**src/rtl/tqvp_pattern_sequencer_if.sv**
```systemverilog
// ---------------------------------------------------------------------------
// tqvp_pattern_sequencer_if
// Purpose : TinyQV peripheral bus bundle for the pattern sequencer.
// Signals : address      6   register address within the peripheral
//           data_in      32  write data (low 8/16/32 bits valid per data_write_n)
//           data_write_n 2   11 none, 00 byte, 01 half, 10 word
//           data_read_n  2   11 none, 00 byte, 01 half, 10 word
//           data_out     32  read data, combinational from address
//           data_ready   1   always 1, zero-wait-state accesses
// Modports: master (CPU side) drives address/data/strobes;
//           slave (peripheral side) returns data_out/data_ready.
// ---------------------------------------------------------------------------
interface tqvp_pattern_sequencer_if;
   logic [5:0]  address;
   logic [31:0] data_in;
   logic [1:0]  data_write_n;
   logic [1:0]  data_read_n;
   logic [31:0] data_out;
   logic        data_ready;

   modport master (
      output address, data_in, data_write_n, data_read_n,
      input  data_out, data_ready
   );

   modport slave (
      input  address, data_in, data_write_n, data_read_n,
      output data_out, data_ready
   );
endinterface

```
**src/rtl/tqvp_pattern_sequencer.sv**
```systemverilog
// ---------------------------------------------------------------------------
// tqvp_pattern_sequencer
// Purpose : TinyQV peripheral that walks uo_out through a table of
//           (pattern, duration) slots loaded by the CPU, optionally looping,
//           and flags completion of a one-shot run through DONE / interrupt.
// Ports   : clk             project clock
//           rst             asynchronous active-high reset
//           ui_in[7:0]      input PMOD (ui_in[1] is the start trigger when
//                           SEQ_TRIGGER_EN is defined, otherwise unused)
//           uo_out[7:0]     registered output pattern
//           bus             tqvp_pattern_sequencer_if.slave register bus
//           user_interrupt  DONE & IRQ_EN
// Config  : define SEQ_TRIGGER_EN to enable the CTRL.ARM hardware trigger.
// Reg map : 0x00 CTRL   [0]RUN [1]LOOP [2]IRQ_EN [3]ARM [10:8]LAST
//           0x04 STATUS [0]BUSY [1]DONE(W1C) [10:8]CUR_SLOT
//           0x08 IDLE_OUT[7:0]
//           0x20+4i SLOT i [7:0]PAT [8+DUR_W-1:8]DUR
// ---------------------------------------------------------------------------
module tqvp_pattern_sequencer #(
   parameter int NUM_SLOTS = 8,
   parameter int DUR_W     = 16
) (
   input  logic                         clk,
   input  logic                         rst,
   input  logic [7:0]                   ui_in,
   output logic [7:0]                   uo_out,
   tqvp_pattern_sequencer_if.slave      bus,
   output logic                         user_interrupt
);

   localparam int         SLOT_W  = 8 + DUR_W;
   localparam logic [2:0] MAX_IDX = 3'(NUM_SLOTS - 1);

   typedef enum logic {IDLE, RUN} state_t;

   state_t              state_q, state_d;
   logic [DUR_W-1:0]    cnt_q, cnt_d;
   logic [2:0]          curSlot_q, curSlot_d;
   logic [7:0]          uo_q, uo_d;
   logic [7:0]          idleOut_q;
   logic [SLOT_W-1:0]   slot_q [NUM_SLOTS];
   logic                run_q, loop_q, irqEn_q, done_q;
   logic [2:0]          last_q;
   logic                armBit;
   logic                trigStart;

   logic                wrEn, ctrlSel, statusSel, idleSel, slotSel;
   logic                ctrlWr, statusWr, idleWr, slotWr;
   logic [2:0]          slotIdx, lastEff, loadIdx;
   logic [31:0]         wrMask, ctrlCur, ctrlNew, slotNew;
   logic                loadSlot, doneSet, runClr, startEvt;

   // Decode the register being addressed and the byte lanes a write covers.
   assign wrEn      = (bus.data_write_n != 2'b11);
   assign slotIdx   = bus.address[4:2];
   assign ctrlSel   = (bus.address == 6'h00);
   assign statusSel = (bus.address == 6'h04);
   assign idleSel   = (bus.address == 6'h08);
   assign slotSel   = bus.address[5] && (bus.address[1:0] == 2'b00) &&
                      (int'(slotIdx) < NUM_SLOTS);
   assign ctrlWr    = wrEn && ctrlSel;
   assign statusWr  = wrEn && statusSel;
   assign idleWr    = wrEn && idleSel;
   assign slotWr    = wrEn && slotSel;

   // Write lane mask: byte touches [7:0], half [15:0], word everything.
   always_comb begin
      wrMask = 32'h0;
      case (bus.data_write_n)
         2'b00:   wrMask = 32'h0000_00FF;
         2'b01:   wrMask = 32'h0000_FFFF;
         2'b10:   wrMask = 32'hFFFF_FFFF;
         default: wrMask = 32'h0;
      endcase
   end

   // Merged register images: untouched lanes keep their current contents.
   assign ctrlCur = {21'b0, last_q, 4'b0, armBit, irqEn_q, loop_q, run_q};
   assign ctrlNew = (ctrlCur & ~wrMask) | (bus.data_in & wrMask);
   assign slotNew = slotSel ? ((32'(slot_q[slotIdx]) & ~wrMask) | (bus.data_in & wrMask))
                            : 32'h0;

   // A LAST value beyond the table is treated as the final implemented slot.
   assign lastEff = (last_q > MAX_IDX) ? MAX_IDX : last_q;

`ifdef SEQ_TRIGGER_EN
   logic arm_q, uiPrev_q;

   // Remember ui_in[1] for one cycle so a 0->1 transition can be spotted.
   always_ff @(posedge clk or posedge rst) begin
      if (rst) begin
         uiPrev_q <= 1'b0;
      end else begin
         uiPrev_q <= ui_in[1];
      end
   end

   assign armBit    = arm_q;
   assign trigStart = arm_q && ui_in[1] && !uiPrev_q;
`else
   assign armBit    = 1'b0;
   assign trigStart = 1'b0;
`endif

   // First countdown value for a slot: a slot always lasts at least one cycle,
   // so a zero duration behaves like one.
   function automatic logic [DUR_W-1:0] firstCnt(input logic [SLOT_W-1:0] s);
      logic [DUR_W-1:0] dur;
      dur = s[SLOT_W-1:8];
      return (dur == '0) ? '0 : dur - 1'b1;
   endfunction

   // Sequencer next-state logic. Every slot load (start, advance, loop wrap,
   // restart) goes through the shared loadSlot path at the bottom so the next
   // pattern appears on the same edge the previous one expires.
   always_comb begin
      state_d   = state_q;
      cnt_d     = cnt_q;
      curSlot_d = curSlot_q;
      uo_d      = uo_q;
      loadSlot  = 1'b0;
      loadIdx   = 3'd0;
      doneSet   = 1'b0;
      runClr    = 1'b0;
      startEvt  = 1'b0;
      case (state_q)
         IDLE: begin
            uo_d = idleOut_q;
            if ((ctrlWr && bus.data_in[0]) || trigStart) begin
               state_d  = RUN;
               loadSlot = 1'b1;
               startEvt = 1'b1;
            end
         end
         RUN: begin
            if (ctrlWr) begin
               if (bus.data_in[0]) begin
                  loadSlot = 1'b1;
               end else begin
                  state_d = IDLE;
                  uo_d    = idleOut_q;
               end
            end else if (cnt_q != '0) begin
               cnt_d = cnt_q - 1'b1;
            end else if (curSlot_q == lastEff) begin
               if (loop_q) begin
                  loadSlot = 1'b1;
               end else begin
                  doneSet = 1'b1;
                  runClr  = 1'b1;
                  state_d = IDLE;
                  uo_d    = idleOut_q;
               end
            end else begin
               loadSlot = 1'b1;
               loadIdx  = curSlot_q + 3'd1;
            end
         end
         default: state_d = IDLE;
      endcase
      if (loadSlot) begin
         uo_d      = slot_q[loadIdx][7:0];
         cnt_d     = firstCnt(slot_q[loadIdx]);
         curSlot_d = loadIdx;
      end
   end

   // Sequencer state, countdown, current slot and output pattern registers.
   always_ff @(posedge clk or posedge rst) begin
      if (rst) begin
         state_q   <= IDLE;
         cnt_q     <= '0;
         curSlot_q <= 3'd0;
         uo_q      <= 8'h00;
      end else begin
         state_q   <= state_d;
         cnt_q     <= cnt_d;
         curSlot_q <= curSlot_d;
         uo_q      <= uo_d;
      end
   end

   // Software-visible registers. RUN follows the last CTRL write, drops when a
   // one-shot finishes and rises on a hardware-triggered start. DONE is sticky
   // and a completion in the same cycle as a W1C beats the clear.
   always_ff @(posedge clk or posedge rst) begin
      if (rst) begin
         run_q     <= 1'b0;
         loop_q    <= 1'b0;
         irqEn_q   <= 1'b0;
         last_q    <= 3'd0;
         done_q    <= 1'b0;
         idleOut_q <= 8'h00;
`ifdef SEQ_TRIGGER_EN
         arm_q     <= 1'b0;
`endif
         for (int i = 0; i < NUM_SLOTS; i++) begin
            slot_q[i] <= '0;
         end
      end else begin
         if (ctrlWr) begin
            run_q   <= ctrlNew[0];
            loop_q  <= ctrlNew[1];
            irqEn_q <= ctrlNew[2];
            last_q  <= ctrlNew[10:8];
         end else if (runClr) begin
            run_q <= 1'b0;
         end else if (startEvt) begin
            run_q <= 1'b1;
         end
`ifdef SEQ_TRIGGER_EN
         if (startEvt) begin
            arm_q <= 1'b0;
         end else if (ctrlWr) begin
            arm_q <= ctrlNew[3];
         end
`endif
         if (doneSet) begin
            done_q <= 1'b1;
         end else if (statusWr && bus.data_in[1]) begin
            done_q <= 1'b0;
         end
         if (idleWr) begin
            idleOut_q <= bus.data_in[7:0];
         end
         for (int i = 0; i < NUM_SLOTS; i++) begin
            if (slotWr && (int'(slotIdx) == i)) begin
               slot_q[i] <= slotNew[SLOT_W-1:0];
            end
         end
      end
   end

   // Read mux: full 32-bit register image, unmapped addresses read zero.
   always_comb begin
      bus.data_out = 32'h0;
      if (ctrlSel) begin
         bus.data_out = ctrlCur;
      end else if (statusSel) begin
         bus.data_out = {21'b0, curSlot_q, 6'b0, done_q, (state_q == RUN)};
      end else if (idleSel) begin
         bus.data_out = {24'b0, idleOut_q};
      end else if (slotSel) begin
         bus.data_out = 32'(slot_q[slotIdx]);
      end
   end

   assign bus.data_ready  = 1'b1;
   assign uo_out          = uo_q;
   assign user_interrupt  = done_q && irqEn_q;

   wire _unused = &{1'b0, bus.data_read_n, ui_in, ctrlNew, slotNew};

endmodule

```
**src/flat_wrapper.sv**
```systemverilog
// flat-port wrapper written by rule: the top's interface ports become plain ports
module tqvp_pattern_sequencer_flat 
#(
   parameter int NUM_SLOTS = 8,
   parameter int DUR_W     = 16
)
  (clk, rst, ui_in, uo_out, user_interrupt, bus_address, bus_data_in, bus_data_write_n, bus_data_read_n, bus_data_out, bus_data_ready);
  tqvp_pattern_sequencer_if bus_i ();
  input  logic clk;
  input  logic rst;
  input  logic [7:0] ui_in;
  output logic [7:0] uo_out;
  output logic user_interrupt;
  input wire logic [$bits(bus_i.address)-1:0] bus_address;
  input wire logic [$bits(bus_i.data_in)-1:0] bus_data_in;
  input wire logic [$bits(bus_i.data_write_n)-1:0] bus_data_write_n;
  input wire logic [$bits(bus_i.data_read_n)-1:0] bus_data_read_n;
  output wire logic [$bits(bus_i.data_out)-1:0] bus_data_out;
  output wire logic [$bits(bus_i.data_ready)-1:0] bus_data_ready;
  assign bus_i.address = bus_address;
  assign bus_i.data_in = bus_data_in;
  assign bus_i.data_write_n = bus_data_write_n;
  assign bus_i.data_read_n = bus_data_read_n;
  assign bus_data_out = bus_i.data_out;
  assign bus_data_ready = bus_i.data_ready;
  tqvp_pattern_sequencer #(.NUM_SLOTS(NUM_SLOTS), .DUR_W(DUR_W)) u_core (.clk(clk), .rst(rst), .ui_in(ui_in), .uo_out(uo_out), .bus(bus_i), .user_interrupt(user_interrupt));
endmodule
```
**config.mk**
```make
export PLATFORM = sky130hd
export DESIGN_NAME = tqvp_pattern_sequencer_flat
export DESIGN_NICKNAME = d
export VERILOG_FILES = /design/src/rtl/tqvp_pattern_sequencer_if.sv /design/src/rtl/tqvp_pattern_sequencer.sv /design/src/flat_wrapper.sv
export SDC_FILE = /design/constraint.sdc
export NUM_CORES = 1
export LEC_CHECK = 0
export BUFFER_PORTS_ARGS = -buffer_cell sky130_fd_sc_hd__buf_2
export CAP_MARGIN = 20
export CORE_MARGIN = 2
export CORE_UTILIZATION = 63
export CTS_BUF_LIST = sky130_fd_sc_hd__clkbuf_8
export CTS_CLUSTER_DIAMETER = 150
export DETAILED_ROUTE_END_ITERATION = 8
export PLACE_DENSITY = 0.82
export SLEW_MARGIN = 25
export SYNTH_ARGS = -nofsm -noshare
export SYNTH_HDL_FRONTEND = slang
export SYNTH_SLANG_ARGS = --single-unit
```
**constraint.sdc**
```tcl
create_clock -name clk -period 8.8 [get_ports clk]
set_clock_uncertainty 0.2 [all_clocks]
set_input_delay 0.88 -clock clk [delete_from_list [all_inputs] [get_ports clk]]
set_output_delay 0.88 -clock clk [all_outputs]
set_load 0.01 [all_outputs]
```
==> impl_metrics.toml, run 1 <==
[status]
outcome = "finished, final reports clean"

[clock_tree]
cts_tree = "done"
htree_levels = 2
clock_latency_ps = 550
cts_resized = 0
cts_hold_buf = 0
clockRootBuffer = "clkbuf_8"
cts_sinks = 235
cts_buffers = 40
path_clk_slew_ps = 60
postCtsSetupBuffers = 0
clockBufferDepth = 3

[route]
wl_um = 35100
drc_errors = 0
dr.first_iter.drc_count = 852
routedWlPerCell_um = 23.5
top_layer_used = "met4"
via_per_inst = 6.76
met1_length_um = 14300
drtAntennaViolNets = 0
routed-wl-met3_um = 2990
first_pass_iters = 5
wl_met2_um = 16800
route.vias.total = 10100

[sta]
setup_viol = 0
rsz0062_at_grt = "no"
fin_tns_setup_ps = 0
setup_ws_ps = 3360
finalCriticalPeriod_ps = 5440
worstMarginPinSlew_ps = 1050
hold_viol_final = 0
fmax_ghz = 0.184
slew_headroom_pct = 29.8
slew_viol_final = 0
min_period_over_period_pct = 61.8

[yosys]
yosysSeqAreaShare_pct = 43.2
synth_warnings = 0
synth-async-reset-ratio_pct = 100
synth_area_mm2 = 0.0136
yosysUniqueCellTypes = 77
syn_avg_cell_area_um2 = 11.9
synth_edf_count = 0
synthFlopType = "dfrtp_1"
netlist_instances = 1148
ys_ff_latch = 235

[critical_path]
cp_data_required_time_ps = 9040
crit_path_start_kind = "register"
crit_slowest_cell = "ha_2"
reg2reg_from = "u_core.curSlot_q[0]"
crit_chain = "buf_4, ha_2, buf_4, mux4_2, or3_1, nand2_1, ha_1, nor2b_1, nand3_1, o31ai_4, o22ai_1, a22o_1"
cpMostUsedCell = "buf_4"
cp_max_fo = 57
crit_type = "register to register"
endpoint_kind = "register"
worstPathArrival_ps = 5680
critical_path.max_stage_delay_ps = 690
startpoint = "u_core.curSlot_q[0]"

[pwr]
p_comb_share_pct = 18.7
p_per_area_mw_per_mm2 = 181
p_leak_uw = 0.00676
peakVddDrop_mv = 0.112
swShare_pct = 30.9
cellInternalPower_uw = 1860
clkPwrFrac_pct = 35.0
power.switching_uw = 831
power_frac_seq_pct = 46.3

[job]
maxCapViolCount = 0

[placed_design]
dp_slack_ps = 3390
dp_hpwl_um = 22100
port_buffers = 66
place.gp.congestion = 0.910

[cells_and_area]
syn2layout_area_growth_pct = 9.22
diodes = 0
layout-drive-gt1-share_pct = 36.7
final_util_pct = 70.5
final_nets = 1250

[die]
dieArea_mm2 = 0.0228
core-area_mm2 = 0.0211
ios = 94
die-height_um = 151
num_rows = 53
die_w_um = 151
start_util_pct = 64.6

[grt]
grt_max_degree = 148
grt_pass1_wl_um = 55600
grt_usage_pct = 31.9
antenna_found_initial = 0
grt_pass1_vias = 10200
grt_remaining_overflow = 0

[hold_path]
min_path_type = "input pin to async pin"
## synthesized netlist by cell type (6+ instances only)
| library cell | number | share of area, % |
|---|---|---|
| nor2b_1 | 10 | 0.46 |
| a21oi_1 | 34 | 1.2 |
| a211oi_1 | 30 | 1.7 |
| buf_1 | 19 | 0.52 |
| o41ai_1 | 7 | 0.45 |
| buf_4 | 11 | 0.61 |
| nand2b_1 | 7 | 0.32 |
| nand2_1 | 57 | 1.6 |
| o21ai_1 | 9 | 0.33 |
| mux2_2 | 211 | 17 |
| clkbuf_1 | 49 | 1.4 |
| nand3_1 | 11 | 0.40 |
| buf_2 | 10 | 0.37 |
| mux4_2 | 61 | 10 |
| xor2_1 | 9 | 0.58 |
| or3_1 | 9 | 0.41 |
| a31oi_1 | 7 | 0.32 |
| dfrtp_1 | 235 | 43 |
| nor3_1 | 14 | 0.51 |
| inv_1 | 12 | 0.33 |
| ha_1 | 7 | 0.64 |
| nor2_1 | 98 | 2.7 |
| xnor2_1 | 8 | 0.51 |
| a311oi_1 | 6 | 0.39 |
| mux2i_1 | 64 | 4.7 |
| o221ai_1 | 7 | 0.45 |
| o211ai_1 | 13 | 0.72 |
| o21ai_0 | 47 | 1.7 |
## final cells by class
class,count,area [um^2]
multi-input combinational,816,7350
timing repair buffer,86,487
sequential,235,5880
clock buffer,49,674
tap,275,344
fill,1483,6220
clock inverter,19,80.1
inverter,12,57.6
## metrics by stage
step | total power, uW | std cells | hold WS [ps] | cell area (um^2)
floorplan | 1610 | 1155 | 289 | 13600
global placement | 1730 | 1424 | 301 | 14100
detailed placement | 1750 | 1424 | 310 | 14100
CTS | 2690 | 1492 | 325 | 14900
global route | 2800 | 1492 | 329 | 14900
finish | 2690 | 1492 | 283 | 14900
## worst max-delay path, delay by kind of cell, from the launching register on
family	cells	cell delay, ps
buffers and inverters	2	1080
and+or+nand+nor	4	1140
adders and majority gates	2	860
AOI/OAI and AO/OA	3	1110
DFF	1	340
muxes	1	600
## path summary, 6_finish.rpt
kind,slack (ps),depth (start not counted),to
max in group asynchronous,6860,3,u_core.curSlot_q[0]
worst max register to register,3360,12,u_core.cnt_q[2]
worst max-delay path,3360,12,u_core.cnt_q[2]
min in group clk,330,1,u_core.slot_q[139]
worst min register to register,330,1,u_core.slot_q[139]
worst min-delay path,280,2,u_core.slot_q[72]
## cells by family after synthesis
group                      Yosys count  synth area share (%)
muxes                              336                  32.2
other                                2                0.0552
AOI/OAI and AO/OA                  204                  10.2
DFF                                235                  43.2
and+or+nand+nor                    242                  9.02
adders and majority gates            7                 0.643
xor gates and xnor gates            18                  1.21
buffers and inverters              104                  3.43
## power groups by stage
stage	logic [uW]	clock network, uW	registers (uW)
floorplan	368	0	1250
global placement	480	0	1250
detailed placement	495	0	1260
CTS	497	950	1240
global route	547	1000	1250
finish	504	940	1240
## layer usage
layer / track usage (%) / vias to the layer above
met2: 51.2 / 485
li1: - / 4400
met1: 43.5 / 5107
met4: 12.1 / 0
met3: 6.33 / 94
met5: 0 / -
## state kept, by name, summed over array words and instances (netlist names), named ones only
signal / count
u_core.uo_out: 8
u_core.curSlot_q: 3
u_core.cnt_q: 16
u_core.done_q: 1
u_core.slot_q: 192
u_core.idleOut_q: 8
u_core.state_q: 1
## cell usage in the layout, fill, tap and decap left out, types with 11 or more instances in the layout
cell,instances
o211ai_1,13
mux2_2,211
nand3_1,11
a211oi_1,30
buf_4,20
mux4_2,61
nor2_1,94
nor3_1,13
a21oi_1,34
dfrtp_1,234
o21ai_0,47
clkbuf_8,49
buf_2,65
nand2_1,54
inv_1,27
mux2i_1,64
Note: power is estimated with default switching activity, not from simulation.
==> inputs of run 2 (changes only) <==
ABC_AREA = 1   (was unset)
clock period = 5.4 ns   (was 8.8 ns; I/O delays follow)
==> run 2 against run 1 <==
  * Die area up 1.6%
  * Sequential share of layout area decreased by 0.57 points
  * Area after synthesis rose by 1.7%
  * Combinational power up 67%
  * Largest power group unchanged
==> impl_metrics.toml, run 2 <==
[clock_tree]
clock_latency_ps = 550
htree_levels = 2
clockBufferDepth = 3
cts_sinks = 235
clockRootBuffer = "clkbuf_8"
cts_tree = "done"
cts_buffers = 41
path_clk_slew_ps = 60
postCtsSetupBuffers = 0

[critical_path]
crit_path_start_kind = "register"
cp_data_required_time_ps = 5620
reg2reg_depth = 21
reg2reg_from = "u_core.cnt_q[0]"
ff2ff_setup_slack_ps = 1060
crit_slowest_cell = "buf_4"
cp_max_fo = 62
crit_chain = "inv_1, ha_1, nand2_1, nor2_1, nand2_4, nor2_8, buf_4, nand2_4, clkinv_1, nand2_1, nand3_1, nand3_1, nand2_1, ha_1, nand3_2, nor2_4, nand4_1, nand2_2, inv_2, nand2_1, a21oi_1"
r2r_end = "u_core.cnt_q[7]"
startpoint = "u_core.cnt_q[0]"
cp-endpoint = "u_core.cnt_q[7]"
critical_path.max_stage_delay_ps = 620
worstPathArrival_ps = 4560
endpoint_kind = "register"
crit_type = "register to register"
cpMostUsedCell = "nand2_1"

[sta]
hold_viol_final = 0
rsz0062_at_grt = "no"
worstMarginPinSlew_ps = 964
fmax_ghz = 0.230
min_period_over_period_pct = 80.4
slew_viol_final = 0
fin_tns_setup_ps = 0
holdWs_ps = 70.2
setup_viol = 0
finalCriticalPeriod_ps = 4340
slew_headroom_pct = 35.6

[pwr]
peakVddDrop_mv = 0.185
swShare_pct = 31.3
p_leak_uw = 0.00723
cellInternalPower_uw = 3150
power.switching_uw = 1440
power_frac_seq_pct = 44.8
p_comb_share_pct = 18.4
fin_total_pwr_uw = 4580
p_per_area_mw_per_mm2 = 304
clkPwrFrac_pct = 36.8

[die]
start_util_pct = 63.8
ios = 94
core-area_mm2 = 0.0217
num_rows = 54
die-height_um = 152
die_w_um = 152
dieArea_mm2 = 0.0232

[placed_design]
place.gp.congestion = 0.894
dp_hpwl_um = 26000
port_buffers = 66

[yosys]
yosysUniqueCellTypes = 51
synth_most_common_cell = "nand2_1"
yosysSeqAreaShare_pct = 42.5
synth_edf_count = 0
synth_area_mm2 = 0.0138
yosys.area.top_type = "dfrtp_1"
netlist_top_cells_count = "529 x nand2_1, 248 x o21ai_0, 235 x dfrtp_1, 178 x inv_1, 163 x nand3_1"
syn_avg_cell_area_um2 = 7.29
netlist_instances = 1900
synthFlopType = "dfrtp_1"
synth_warnings = 0
synth.top_cells.by_area = "dfrtp_1 42%, nand2_1 14%, o21ai_0 9.0%, nand3_1 5.9%, inv_1 4.8%"
synth_top_area_share_pct = 42.5
ys_ff_latch = 235
synth-async-reset-ratio_pct = 100

[cells_and_area]
largest_reg_flops = 192
layout_common_cells = "529 x nand2_1, 248 x o21ai_0, 235 x dfrtp_1, 188 x inv_1, 163 x nand3_1"
final_nets = 1977
layout-drive-gt1-share_pct = 10.3
largestRegisters = "u_core.slot_q x192, u_core.cnt_q x16"
syn2layout_area_growth_pct = 8.97
layout_commonest_cell = "nand2_1"
diodes = 0
top_register = "u_core.slot_q"

[route]
via_per_inst = 6.18
route.vias.total = 13700
first_pass_iters = 8
drc_errors = 0
drtAntennaViolNets = 0
routedWlPerCell_um = 19.0
dr.first_iter.drc_count = 1934
wl_um = 42200

[grt]
grt_usage_pct = 36.1
grt_max_degree = 198
grt_remaining_overflow = 0
grt_pass1_wl_um = 67900
antenna_found_initial = 1
grt_pass1_vias = 12900

[hold_path]
whs_path_depth = 2
min_path_type = "input pin to register"

[status]
outcome = "finished, final reports clean"

[job]
maxCapViolCount = 0
run 2: cell type report:
cell class / count / area, um^2
Tap cell: 280 / 350
Sequential cell: 235 / 5880
Inverter: 184 / 694
Clock inverter: 17 / 124
Timing Repair Buffer: 99 / 629
Clock buffer: 52 / 716
Multi-Input combinational cell: 1357 / 6690
Fill cell: 1816 / 6600
run 2: power by group through the flow:
| stage | clock (uW) | sequential, uW | combinational (uW) |
|---|---|---|---|
| after floorplan | 0 | 2060 | 615 |
| after global placement | 0 | 2070 | 792 |
| after detailed placement | 0 | 2080 | 815 |
| after CTS | 1710 | 2050 | 822 |
| final | 1690 | 2060 | 842 |
| after global routing | 1790 | 2070 | 934 |
run 2: worst min-delay path by stage:
stage,startpoint,to
after floorplan,u_core.idleOut_q[1],u_core.idleOut_q[1]
final,bus_data_in[9],register
after CTS,bus_data_in[9],register
after global placement,u_core.uo_out[0],u_core.uo_out[0]
after global routing,bus_data_in[9],register
after detailed placement,u_core.slot_q[159],u_core.slot_q[159]
run 2: metal layers:
metal	wire length [um]	vias up	track usage (%)
li1	-	6331	-
met1	16900	6390	51.0
met2	18600	897	55.1
met3	5320	128	8.62
met4	1410	0	12.7
met5	0	-	0
run 2: cell families (layout without fill, tap and decap cells):
kind of cell / Yosys count / count (layout) / share of synthesized area (%)
and+or+nand+nor: 883 / 883 / 27.6
AOI/OAI and AO/OA: 439 / 439 / 18.5
buffers and inverters: 315 / 352 / 9.49
DFF: 235 / 235 / 42.5
xor gates and xnor gates: 17 / 17 / 1.08
adders and majority gates: 7 / 7 / 0.633
other: 2 / 9 / 0.0543
muxes: 2 / 2 / 0.163
run 2: timing repair:
item | CTS | global route
hold buffers | 1 | 0
gates resized for setup | 0 | 0
hold endpoints to repair | 38 | 0
run 2: per-stage QoR:
stage | util, % | instance area [um^2] | worst slack, ps | instances
after CTS | 69.4 | 15000 | 1110 | 2222
final | 69.6 | 15100 | 1060 | 2224
after detailed placement | 65.5 | 14200 | 1090 | 2152
after global routing | 69.6 | 15100 | 764 | 2224
after floorplan | - | 13900 | 1580 | 1907
after global placement | 65.5 | 14200 | 1200 | 2152
run 2: worst max-delay path, delay by kind of cell (launching register included):
kind                     cells  cell delay, ps
AO/OA/AOI/OAI                1              70
adder cells (fa/ha/maj)      2             430
buffers and inverters        4            1230
flip-flops                   1             400
AND/OR/NAND/NOR             14            1890
==> inputs of run 3 (changes only) <==
ABC_AREA = 0   (was 1)
clock period = 4.5 ns   (was 5.4 ns; I/O delays follow)
==> run 3 against run 2 <==
  * Global-route usage fell by 2.8 points
  * Maximum frequency rose by 2.9%
  * Critical endpoint unchanged
  * Highest routed layer unchanged
  * Final cell count down 31%
  * Critical path depth shrank 10
  * Total power grew 21%
  * First-iteration DRC count is 41% lower
  * Setup slack got worse by 780 ps
==> impl_metrics.toml, run 3 (synthesis results as in run 1) <==
[status]
outcome = "finished, final reports clean"

[critical_path]
path_buf_inv = 2
r2r_end = "u_core.cnt_q[7]"
reg2reg_depth = 11
crit_slowest_cell = "ha_2"
endpoint_kind = "register"
cp.depth = 11
reg2reg_from = "u_core.curSlot_q[1]"
crit_path_start_kind = "register"
cp-endpoint = "u_core.cnt_q[7]"
crit_type = "register to register"
cp_max_fo = 11
worstPathArrival_ps = 4430
startpoint = "u_core.curSlot_q[1]"
cpMostUsedCell = "buf_4"
ff2ff_setup_slack_ps = 280
critical_path.max_stage_delay_ps = 580
cp_data_required_time_ps = 4710
crit_chain = "ha_2, buf_4, mux4_2, or3_1, nand2_1, ha_1, nor2b_1, nand3_1, o31ai_4, buf_4, o221ai_1"
cpLargestDelayFamily = "simple AND/OR/NAND/NOR gates"

[route]
wl_um = 36600
route.vias.total = 10500
drtAntennaViolNets = 0
first_pass_iters = 6
dr.first_iter.drc_count = 1139
via_per_inst = 6.82
routedWlPerCell_um = 23.9
drc_errors = 0

[die]
ios = 94
start_util_pct = 64.6
core-area_mm2 = 0.0211
die_w_um = 151
die-height_um = 151
dieArea_mm2 = 0.0228
num_rows = 53

[grt]
grt_max_degree = 141
grt_remaining_overflow = 0
grt_pass1_vias = 10400
grt_pass1_wl_um = 58000
antenna_found_initial = 0
grt_usage_pct = 33.3

[placed_design]
dp_hpwl_um = 23100
port_buffers = 66
dp_slack_ps = 412
place.gp.congestion = 0.940
placedCellCount = 1443

[cells_and_area]
largest_reg_flops = 192
final_util_pct = 72.6
finalNonFillerCells = 1532
layout-drive-gt1-share_pct = 38.0
diodes = 0
final_nets = 1284
top_register = "u_core.slot_q"
syn2layout_area_growth_pct = 12.4
layout_commonest_cell = "dfrtp_1"
largestRegisters = "u_core.slot_q x192, u_core.cnt_q x16"
nFillCells = 1399
layout_common_cells = "234 x dfrtp_1, 211 x mux2_2, 94 x nor2_1, 65 x buf_2, 64 x mux2i_1"

[clock_tree]
postCtsSetupBuffers = 0
clock_latency_ps = 570
path_clk_slew_ps = 60
clockRootBuffer = "clkbuf_8"
htree_levels = 2
clockBufferDepth = 3
cts_buffers = 42
cts_tree = "done"
cts_sinks = 235

[pwr]
p_leak_uw = 0.00698
peakVddDrop_mv = 0.276
p_per_area_mw_per_mm2 = 363

[sta]
setup_viol = 0
slew_headroom_pct = 31.1
setup_ws_ps = 282
fmax_ghz = 0.237
min_period_over_period_pct = 93.7
hold_viol_final = 0
rsz0062_at_grt = "no"
slew_viol_final = 0
fin_tns_setup_ps = 0
finalCriticalPeriod_ps = 4220
worstMarginPinSlew_ps = 1030

[job]
maxCapViolCount = 0

[hold_path]
min_from = "bus_data_in[11]"
min_path_type = "input pin to register"
## run 3: cell count changes in the layout (fill, tap and decap cells not counted), moves of 18 or more
cell and delta:
a211oi_1 +29, a22oi_1 -30, inv_1 -166, mux2_2 +209, mux2i_1 +64, mux4_2 +61
nand2_1 -473, nand3_1 -152, nor2_1 -27, o211ai_1 -18, o21ai_0 -201, o22ai_1 -33
## run 3: what timing repair did
item                                    CTS  global route
endpoints found under the setup margin    0             0
hold buffers                             12             0
gates resized for setup                   0             0
hold endpoints to repair                166             0
## run 3: final cells by class
| class | count | area [um^2] | area share (%) |
|---|---|---|---|
| clock buffer | 60 | 826 | 5.40 |
| inverter | 12 | 48.8 | 0.319 |
| sequential | 235 | 5880 | 38.4 |
| tap | 275 | 344 | 2.25 |
| multi-input combinational | 816 | 7330 | 47.9 |
| clock inverter | 16 | 75.1 | 0.491 |
| timing repair buffer | 118 | 798 | 5.22 |
## run 3: metal layers
| layer | global-route usage, % | wire length [um] |
|---|---|---|
| met1 | 47.2 | 14800 |
| met2 | 51.4 | 17300 |
| met3 | 5.96 | 3300 |
| met4 | 13.7 | 1240 |
| met5 | 0 | 0 |
## run 3: how the worst min path moves through the flow
| stage | cells past startpoint | end | slack (ps) |
|---|---|---|---|
| final | 5 | u_core.slot_q[179] | 190 |
| after global routing | 4 | u_core.done_q | 230 |
| after CTS | 5 | u_core.slot_q[179] | 180 |
| after detailed placement | 1 | u_core.slot_q[12] | 310 |
| after global placement | 1 | u_core.slot_q[37] | 300 |
| after floorplan | 1 | u_core.slot_q[140] | 290 |
## run 3: worst min-delay path, delay by kind of cell
family / cells / cell delay [ps]
AOI/OAI and AO/OA: 2 / 190
and+or+nand+nor: 2 / 160
buffers and inverters: 1 / 100
## run 3: power breakdown
| group | internal, uW | switching [uW] | leakage, uW | total (uW) |
|---|---|---|---|---|
| combinational | 410 | 620 | 0.00325 | 1030 |
| sequential | 2270 | 161 | 0.00322 | 2430 |
| clock | 1180 | 908 | 0.000508 | 2090 |
| total | 3860 | 1690 | 0.00698 | 5550 |
## run 3: metrics by stage
| step | hold slack (ps) | power, uW | cell area [um^2] |
|---|---|---|---|
| 2_1_floorplan | 289 | 3160 | 13600 |
| 3_3_place_gp | 303 | 3420 | 14200 |
| 3_5_place_dp | 311 | 3460 | 14200 |
| 4_1_cts | 184 | 5550 | 15300 |
| 5_1_grt | 233 | 5770 | 15300 |
| 6_report | 191 | 5550 | 15300 |
